[config.mk]
export PLATFORM = sky130hd
export DESIGN_NAME = pc_fetch_ctrl
export DESIGN_NICKNAME = d
export VERILOG_FILES = /design/src/rtl/pc_fetch_ctrl.sv
export SDC_FILE = /design/constraint.sdc
export NUM_CORES = 1
export LEC_CHECK = 0
export ABC_AREA = 1
export ABC_CLOCK_PERIOD_IN_PS = 2500
export CAP_MARGIN = 20
export CORE_MARGIN = 3
export CORE_UTILIZATION = 43
export CTS_CLUSTER_SIZE = 40
export DETAILED_ROUTE_END_ITERATION = 12
export PLACE_DENSITY = 0.94
export SETUP_SLACK_MARGIN = 0.5
export SLEW_MARGIN = 20
export SYNTH_ARGS = -nofsm -noshare
export SYNTH_HDL_FRONTEND = slang
export SYNTH_SLANG_ARGS = --single-unit
export TNS_END_PERCENT = 10
[constraint.sdc]
create_clock -name clk -period 2.5 [get_ports clk]
set_input_delay 0.5 -clock clk [delete_from_list [all_inputs] [get_ports clk]]
set_output_delay 0.5 -clock clk [all_outputs]
set_load 0.01 [all_outputs]
[src/rtl/pc_fetch_ctrl.sv]
// Program counter and instruction-fetch controller: holds the architectural PC,
// fetches from instruction memory and hands words to IF/ID over a valid/stall handshake.
module pc_fetch_ctrl #(
    parameter int unsigned           ADDR_W   = 12,
    parameter logic [ADDR_W-1:0]     RESET_PC = ADDR_W'(0)
) (
    input  logic              clk,
    input  logic              rst_n,
    input  logic [ADDR_W-1:0] npc_in,
    input  logic              br_taken,
    input  logic [ADDR_W-1:0] br_target,
    input  logic              stall,
    output logic [ADDR_W-1:0] pc_out,
    output logic              imem_req,
    output logic [ADDR_W-1:0] imem_addr,
    input  logic              imem_ack,
    input  logic [31:0]       imem_rdata,
    output logic              if_valid,
    output logic [31:0]       if_instr,
    output logic [ADDR_W-1:0] if_pc
);

    typedef enum logic [1:0] {
        ST_IDLE  = 2'd0,
        ST_FETCH = 2'd1,
        ST_VALID = 2'd2
    } state_t;

    state_t            r_state;
    logic [ADDR_W-1:0] r_pc;
    logic              r_imem_req;
    logic              r_if_valid;
    logic [31:0]       r_if_instr;
    logic [ADDR_W-1:0] r_if_pc;

    state_t            w_state_nxt;
    logic [ADDR_W-1:0] w_pc_nxt;
    logic [31:0]       w_if_instr_nxt;
    logic [ADDR_W-1:0] w_if_pc_nxt;
    logic              w_imem_req_nxt;
    logic              w_if_valid_nxt;
    logic [ADDR_W-1:0] w_br_tgt;
    logic [ADDR_W-1:0] w_npc;
    logic              w_unused;

    // Word alignment is forced on every PC source.
    assign w_br_tgt = {br_target[ADDR_W-1:2], 2'b00};
    assign w_npc    = {npc_in[ADDR_W-1:2], 2'b00};
    assign w_unused = ^{br_target[1:0], npc_in[1:0]};

    // Next-state and next-datapath decode; redirect always has top priority.
    always_comb begin
        w_state_nxt    = r_state;
        w_pc_nxt       = r_pc;
        w_if_instr_nxt = r_if_instr;
        w_if_pc_nxt    = r_if_pc;
        case (r_state)
            ST_IDLE: begin
                w_state_nxt = ST_FETCH;
                if (br_taken) begin
                    w_pc_nxt = w_br_tgt;
                end
            end
            ST_FETCH: begin
                if (br_taken) begin
                    w_pc_nxt = w_br_tgt;
                end else if (imem_ack) begin
                    w_if_instr_nxt = imem_rdata;
                    w_if_pc_nxt    = r_pc;
                    w_pc_nxt       = w_npc;
                    w_state_nxt    = ST_VALID;
                end
            end
            ST_VALID: begin
                if (br_taken) begin
                    w_pc_nxt    = w_br_tgt;
                    w_state_nxt = ST_FETCH;
                end else if (!stall) begin
                    w_state_nxt = ST_FETCH;
                end
            end
            default: begin
                w_state_nxt = ST_IDLE;
            end
        endcase
        w_imem_req_nxt = (w_state_nxt == ST_FETCH);
        w_if_valid_nxt = (w_state_nxt == ST_VALID);
    end

    // Request and valid are registered alongside the state they decode.
    always_ff @(posedge clk) begin
        if (!rst_n) begin
            r_state    <= ST_IDLE;
            r_pc       <= RESET_PC;
            r_imem_req <= 1'b0;
            r_if_valid <= 1'b0;
            r_if_instr <= 32'd0;
            r_if_pc    <= ADDR_W'(0);
        end else begin
            r_state    <= w_state_nxt;
            r_pc       <= w_pc_nxt;
            r_imem_req <= w_imem_req_nxt;
            r_if_valid <= w_if_valid_nxt;
            r_if_instr <= w_if_instr_nxt;
            r_if_pc    <= w_if_pc_nxt;
        end
    end

    assign pc_out    = r_pc;
    assign imem_addr = r_pc;
    assign imem_req  = r_imem_req;
    assign if_valid  = r_if_valid;
    assign if_instr  = r_if_instr;
    assign if_pc     = r_if_pc;

endmodule

; Yosys cells after proc, flatten, opt, wreduce, memory -nomap -nowiden
; Cells that the tools add are included.
[classes]
n_eq_ne = 6
muxes = 9
n_bitwise = 1
n_reduce_logical = 5
[op_table]
columns = op, count
row1 = 2-to-1 mux 12 bit, 3
row2 = case mux 12 bit (2 select lines), 1
row3 = 2-to-1 mux 2 bit, 4
row4 = case mux 2 bit (3 select lines), 1
row5 = AND reduction 3 bit, 2
row6 = equality test 2 x 1 -> 1 bit (second input constant), 2
row7 = equality test 2 bit (second input constant), 2
row8 = != test 3 bit (second input constant), 1
row9 = zero test 2 bit, 1
row10 = != test 2 x 1 -> 1 bit (second input constant), 1
row11 = nonzero test 2 bit, 1
row12 = OR reduction 2 bit, 1
row13 = NOT 1 bit, 1
[totals]
register_bits = 60
in_bits = 61
word_cells = 27

; Depth between registers and ports, before layout
; Gate-level depths: netlist of the first run.
[depth]
depth_word = 4
ltp_mapped = 7
ltp_nobuf = 6

; Worst setup path before layout of the first run
; No wires, ideal clock.
[synth_timing]
path_kind = input -> register
from = input rst_n
to = register r_if_instr[10] (netlist: if_instr[10])
setup_ps = 64
arrival_ps = 1147
t_required_ps = 2436
path_slack_ps = 1290
cell_stages = 4
path_buffers = 2
cell_sequence = clkbuf_1 -> buf_1 -> nand2_1 -> nor2_1
[synth_rtl]
columns = element, line
row1 = from (decl), 8  ; input logic rst_n,
row2 = to (signal assigned), 104  ; r_if_instr <= w_if_instr_nxt;
row3 = to (decl), 33  ; logic [31:0] r_if_instr;

; Worst setup path in the final report of the first run
[layout_timing]
from = register r_pc[8] (netlist: imem_addr[8])
to = output imem_addr[8]
[layout_rtl]
columns = element, line
row1 = from (decl), 30  ; logic [ADDR_W-1:0] r_pc;
row2 = from (signal assigned), 101  ; r_pc <= w_pc_nxt;
row3 = to (decl), 15  ; output logic [ADDR_W-1:0] imem_addr,
; No word-level cell between the ends.

==> results of run 1 <==
metal layers:
metal  vias to the layer above  GRT usage  part of all wire
met2                        81      0.338              0.49
met4                         0     0.0482            0.0032
met5                         -          0                 0
met1                      1141      0.235              0.44
li1                       1359          -                 -
met3                         2     0.0415             0.061
through the flow:
step | utilization | std cells | hold slack, ns | instance area, um^2 | setup slack, ns
global route | 0.670 | 570 | 0.498 | 3800 | 0.665
detailed placement | 0.654 | 562 | 0.456 | 3710 | 0.386
global placement | 0.654 | 562 | 0.450 | 3710 | 0.439
finish | 0.670 | 570 | 0.474 | 3800 | 0.753
floorplan | - | 402 | 0.503 | 2610 | 1.29
CTS | 0.670 | 570 | 0.482 | 3800 | 0.710
flip-flops by register name, indices dropped and copies added, names as in the netlist:
register	cells
imem_req	1
if_instr	32
if_pc	10
imem_addr	10
if_valid	1
r_state	2
power breakdown:
| part | total (mW) | switching [mW] | internal [mW] |
|---|---|---|---|
| clock network | 0.491 | 0.265 | 0.227 |
| registers | 0.982 | 0.0363 | 0.946 |
| logic | 0.469 | 0.217 | 0.252 |
final timing paths:
check	slack [ns]	cells after the start	endpoint
worst max-delay path	0.75	1	imem_addr[8]
worst min-delay path	0.47	2	if_instr[31]
worst min register to register	0.47	2	if_instr[31]
worst max register to register	0.83	7	if_instr[12]
cells in the mapped netlist:
master	count
nand2_1	89
buf_2	11
buf_1	3
nand4_1	1
nor2_4	1
nor2_2	1
dfxtp_1	56
a21oi_1	4
inv_2	3
buf_4	16
o21ai_0	1
nand3_1	52
conb_1	1
nand2_2	1
buf_6	4
nor2_1	104
clkbuf_1	4
inv_1	45
layout make-up:
cell class / count / share of cell area
clock buffers: 8 / 0.0237
inverters: 48 / 0.0474
multi-input cells: 260 / 0.281
flip-flops and latches: 56 / 0.295
well taps: 72 / 0.0237
repair buffers: 126 / 0.329
worst min-delay path: stages (launching register included):
cell and delay, ns:
dfxtp_1 0.33, nor2_1 0.04, nor2_1 0.07
logic make-up (layout without fill, tap and decap cells):
group                  count (synthesis)  in the layout  synth area share
buffers and inverters                 86            182             0.165
and+or+nand+nor                      249            249             0.392
AOI/OAI and AO/OA                      5              5           0.00966
other                                  1              6           0.00145
DFF                                   56             56             0.433
==> run metrics, run 1 <==
GPL Wtd Cong=0.774; DRT iter0 DRCs=73; Critical Path Fanout Max=3; largest net degree at the start of global routing=30; most common cell after layout, fill and taps aside=clkdlybuf4s50_1; P per Cell Area=511 mW/mm^2; TritonCTS clock tree=yes; DIE WIDTH=83.6 um; slowest cell delay on critical path=0.56 ns; period utilisation layout=0.699; Yosys reg bits=56; global-route wire length before repair=11,200 um; max-cap violations=0; Via-to-Cell Ratio=4.53; post-CTS resize count=0; hold_sp=if_instr[31]; worst-path cell chain=clkdlybuf4s50_1; Yosys Warn Count=0; Critical Path Sink Type=primary output; CTS H-tree lvls=2; Clk Latency, worst-skew pair=around 0.30 ns; sequential area share after synthesis=0.433; hold_buf cts=0; Synth top area share=0.433; layout cell share with drive strength beyond 1=0.0402; setup TNS=0 ns; Mapped Area=0.00259 mm^2; status=completed; post-synthesis cell type count=18; most frequent cells in the layout=clkdlybuf4s50_1 (119), nor2_1 (104), nand2_1 (88); Area contributors post-synth=dfxtp_1 (43%), nor2_1 (15%), nand2_1 (13%); fin. max-slew vios=0; Worst VDD drop=0.000282 V; post-DP HPWL=between 4000 and 5000 um; final WL=roughly 6600 um; # rows=27; Max clock buf depth=2; number of global-route vias before repair=2,427; Final Power=1.94 mW; WL/cell=11.6 um; Hold Fails Final Rpt=0; Port-buffer cells=120; Filler cells=494; Post-CTS Setup Inserts=0; reg2reg start=r_state[0]; Antenna Nets Post-Route=0; Vias=2,583; RSZ-0062 raised after global routing=no; TritonCTS Buffers=5; Pre-antenna DRT Iters=4; die area=0.00699 mm^2; clk_skew=0.00436 ns; Die Ht=between 80 and 90 um; footprint of the multi-input gates=0.00107 mm^2; CTS root buffer=clkbuf_8; WP data arrival=1.25 ns; Cells after Synth=397; Max Freq=between 0.5 and 0.6 GHz; Sink Count=56; Register Area=0.00112 mm^2; GRT overflow=0; core area=0.00568 mm^2; Bufs and invs on worst path=1; initial antenna violation count=0; Worst Setup Start Kind=register; Mapped Avg Cell Area=6.53 um^2; biggest area consumer among synthesized cells=dfxtp_1; HP Class=register to register; Crit-path slowest cell=clkdlybuf4s50_1; clk slew on worst S/H paths=roughly 0.090 ns; antenna cells=0; Tmin final=1.75 ns; Crit Path Class=register to primary output; drc violations=0; crit-path leading delay family=buffers and inverters; nets@finish=558; Synth-to-Final Area Change=46.8%; Data required, critical path=2.00 ns; setup violators final=0; beginning of the critical path=imem_addr[8]; effective utilization at floorplan=0.457; all-layer global routing usage=0.191; Leak=1.76 nW; IO Pins=131
Power figures use the tool's default switching activity.
==> run 2: changes to the inputs <==
--- a/config.mk
+++ b/config.mk
@@ -6,13 +6,13 @@
 export NUM_CORES = 1
 export LEC_CHECK = 0
 export ABC_AREA = 1
-export ABC_CLOCK_PERIOD_IN_PS = 2500
+export ABC_CLOCK_PERIOD_IN_PS = 1800
 export CAP_MARGIN = 20
 export CORE_MARGIN = 3
-export CORE_UTILIZATION = 43
+export CORE_UTILIZATION = 40
 export CTS_CLUSTER_SIZE = 40
 export DETAILED_ROUTE_END_ITERATION = 12
-export PLACE_DENSITY = 0.94
+export PLACE_DENSITY = 0.89
 export SETUP_SLACK_MARGIN = 0.5
 export SLEW_MARGIN = 20
 export SYNTH_ARGS = -nofsm -noshare
==> constraint.sdc (replaced) <==
create_clock -name clk -period 1.8 [get_ports clk]
set_input_delay 0.36 -clock clk [delete_from_list [all_inputs] [get_ports clk]]
set_output_delay 0.36 -clock clk [all_outputs]
set_load 0.01 [all_outputs]
==> run metrics, run 2 (synthesized netlist as in run 1, its figures left out) <==
HP Class=input pin to register; Bufs and invs on worst path=1; post-DP HPWL=roughly 5200 um; TritonCTS clock tree=yes; Clk Latency, worst-skew pair=about 0.30 ns; IO Pins=131; setup violators final=0; Sink Count=56; most common cell after layout, fill and taps aside=nor2_1; Max clock buf depth=2; Leak=2.05 nW; met1 GRT Util=0.212; DIE WIDTH=86.5 um; met3 Usage GRT=0.0523; TritonCTS Buffers=5; largest net degree at the start of global routing=29; # rows=28; all-layer global routing usage=0.184; Vias=2,608; RSZ-0062 raised after global routing=yes; Tmin final=1.55 ns; slowest cell delay on critical path=0.54 ns; clk_skew=0.00538 ns; setup TNS=0 ns; placed insts=570; drc violations=0; Crit-path slowest cell=clkdlybuf4s50_1; hold_buf cts=0; Critical Path Sink Type=primary output; DRT iter0 DRCs=99; Pre-antenna DRT Iters=4; Via-to-Cell Ratio=4.52; final WL=6860 um; worst-path cell chain=clkdlybuf4s50_1; global-route wire length before repair=11,200 um; nets@finish=about 560; GRT overflow=0; Crit Path Class=register to primary output; core area=0.00610 mm^2; max-cap violations=0; Port-buffer cells=120; Critical Path Fanout Max=2; WP data arrival=1.19 ns; Worst Setup Start Kind=register; CTS root buffer=clkbuf_8; CTS H-tree lvls=2; crit-path leading delay family=buffers and inverters; Post-Layout Cell Count=about 580; antenna cells=0; initial antenna violation count=0; status=completed; GPL Wtd Cong=0.774; die area=0.00748 mm^2; Antenna Nets Post-Route=0; number of global-route vias before repair=between 2k and 3k; hold_ws=0.455 ns; period utilisation layout=0.860; Die Ht=86.5 um; max FFs per register=32; effective utilization at floorplan=0.425; Top Usage Layer GRT=met2; fin. max-slew vios=0; Data required, critical path=1.44 ns; met2 Use GR=0.338; Worst VDD drop=0.000360 V; Hold Fails Final Rpt=0; Post-CTS Setup Inserts=0; Max Freq=0.646 GHz; Synth-to-Final Area Change=49.5%; most frequent cells in the layout=nor2_1 (104), nand2_1 (89), clkdlybuf4s50_1 (83); clk slew on worst S/H paths=0.09 ns; WL/cell=between 10 and 15 um; P per Cell Area=around 700 mW/mm^2; layout cell share with drive strength beyond 1=0.0558; Final Power=2.71 mW
run 2: repair_timing:
action,4_1_cts,5_1_grt
setup endpoints to repair,102,112
pin swaps,0,0
gates resized for setup,37,11
run 2: metal layers:
layer,vias up,wire length [um]
met5,-,0
met4,0,68
met3,6,576
met2,99,3430
met1,1131,2790
li1,1372,-
run 2: final cells by class:
| type | instances | area, um^2 |
|---|---|---|
| Sequential cell | 56 | 1120 |
| Fill cell | 535 | 2220 |
| Clock buffer | 7 | 96.3 |
| Tap cell | 75 | 93.8 |
| Timing Repair Buffer | 131 | 1310 |
| Inverter | 48 | 180 |
| Multi-Input combinational cell | 260 | 1070 |
run 2: per-stage QoR:
stage	area, um^2	setup slack (ns)	util
after floorplan	2610	0.730	-
after global placement	3770	0.152	0.618
after detailed placement	3770	0.115	0.618
after CTS	3850	0.230	0.631
after global routing	3870	0.210	0.635
final	3870	0.251	0.635
run 2: path summary, 6_finish.rpt:
check / slack [ns] / end / cells past startpoint / start
max reg2reg: 0.54 / imem_addr[3] / 7 / r_state[0]
min: 0.45 / imem_addr[9] / 3 / rst_n
min reg2reg: 0.47 / if_pc[3] / 2 / if_pc[3]
max: 0.25 / if_pc[7] / 1 / if_pc[7]
run 2: where the power goes:
group	switching, mW	total, mW	internal (mW)
clock	0.365	0.708	0.343
sequential	0.0422	1.36	1.31
combinational	0.312	0.645	0.333
total	0.720	2.71	1.99
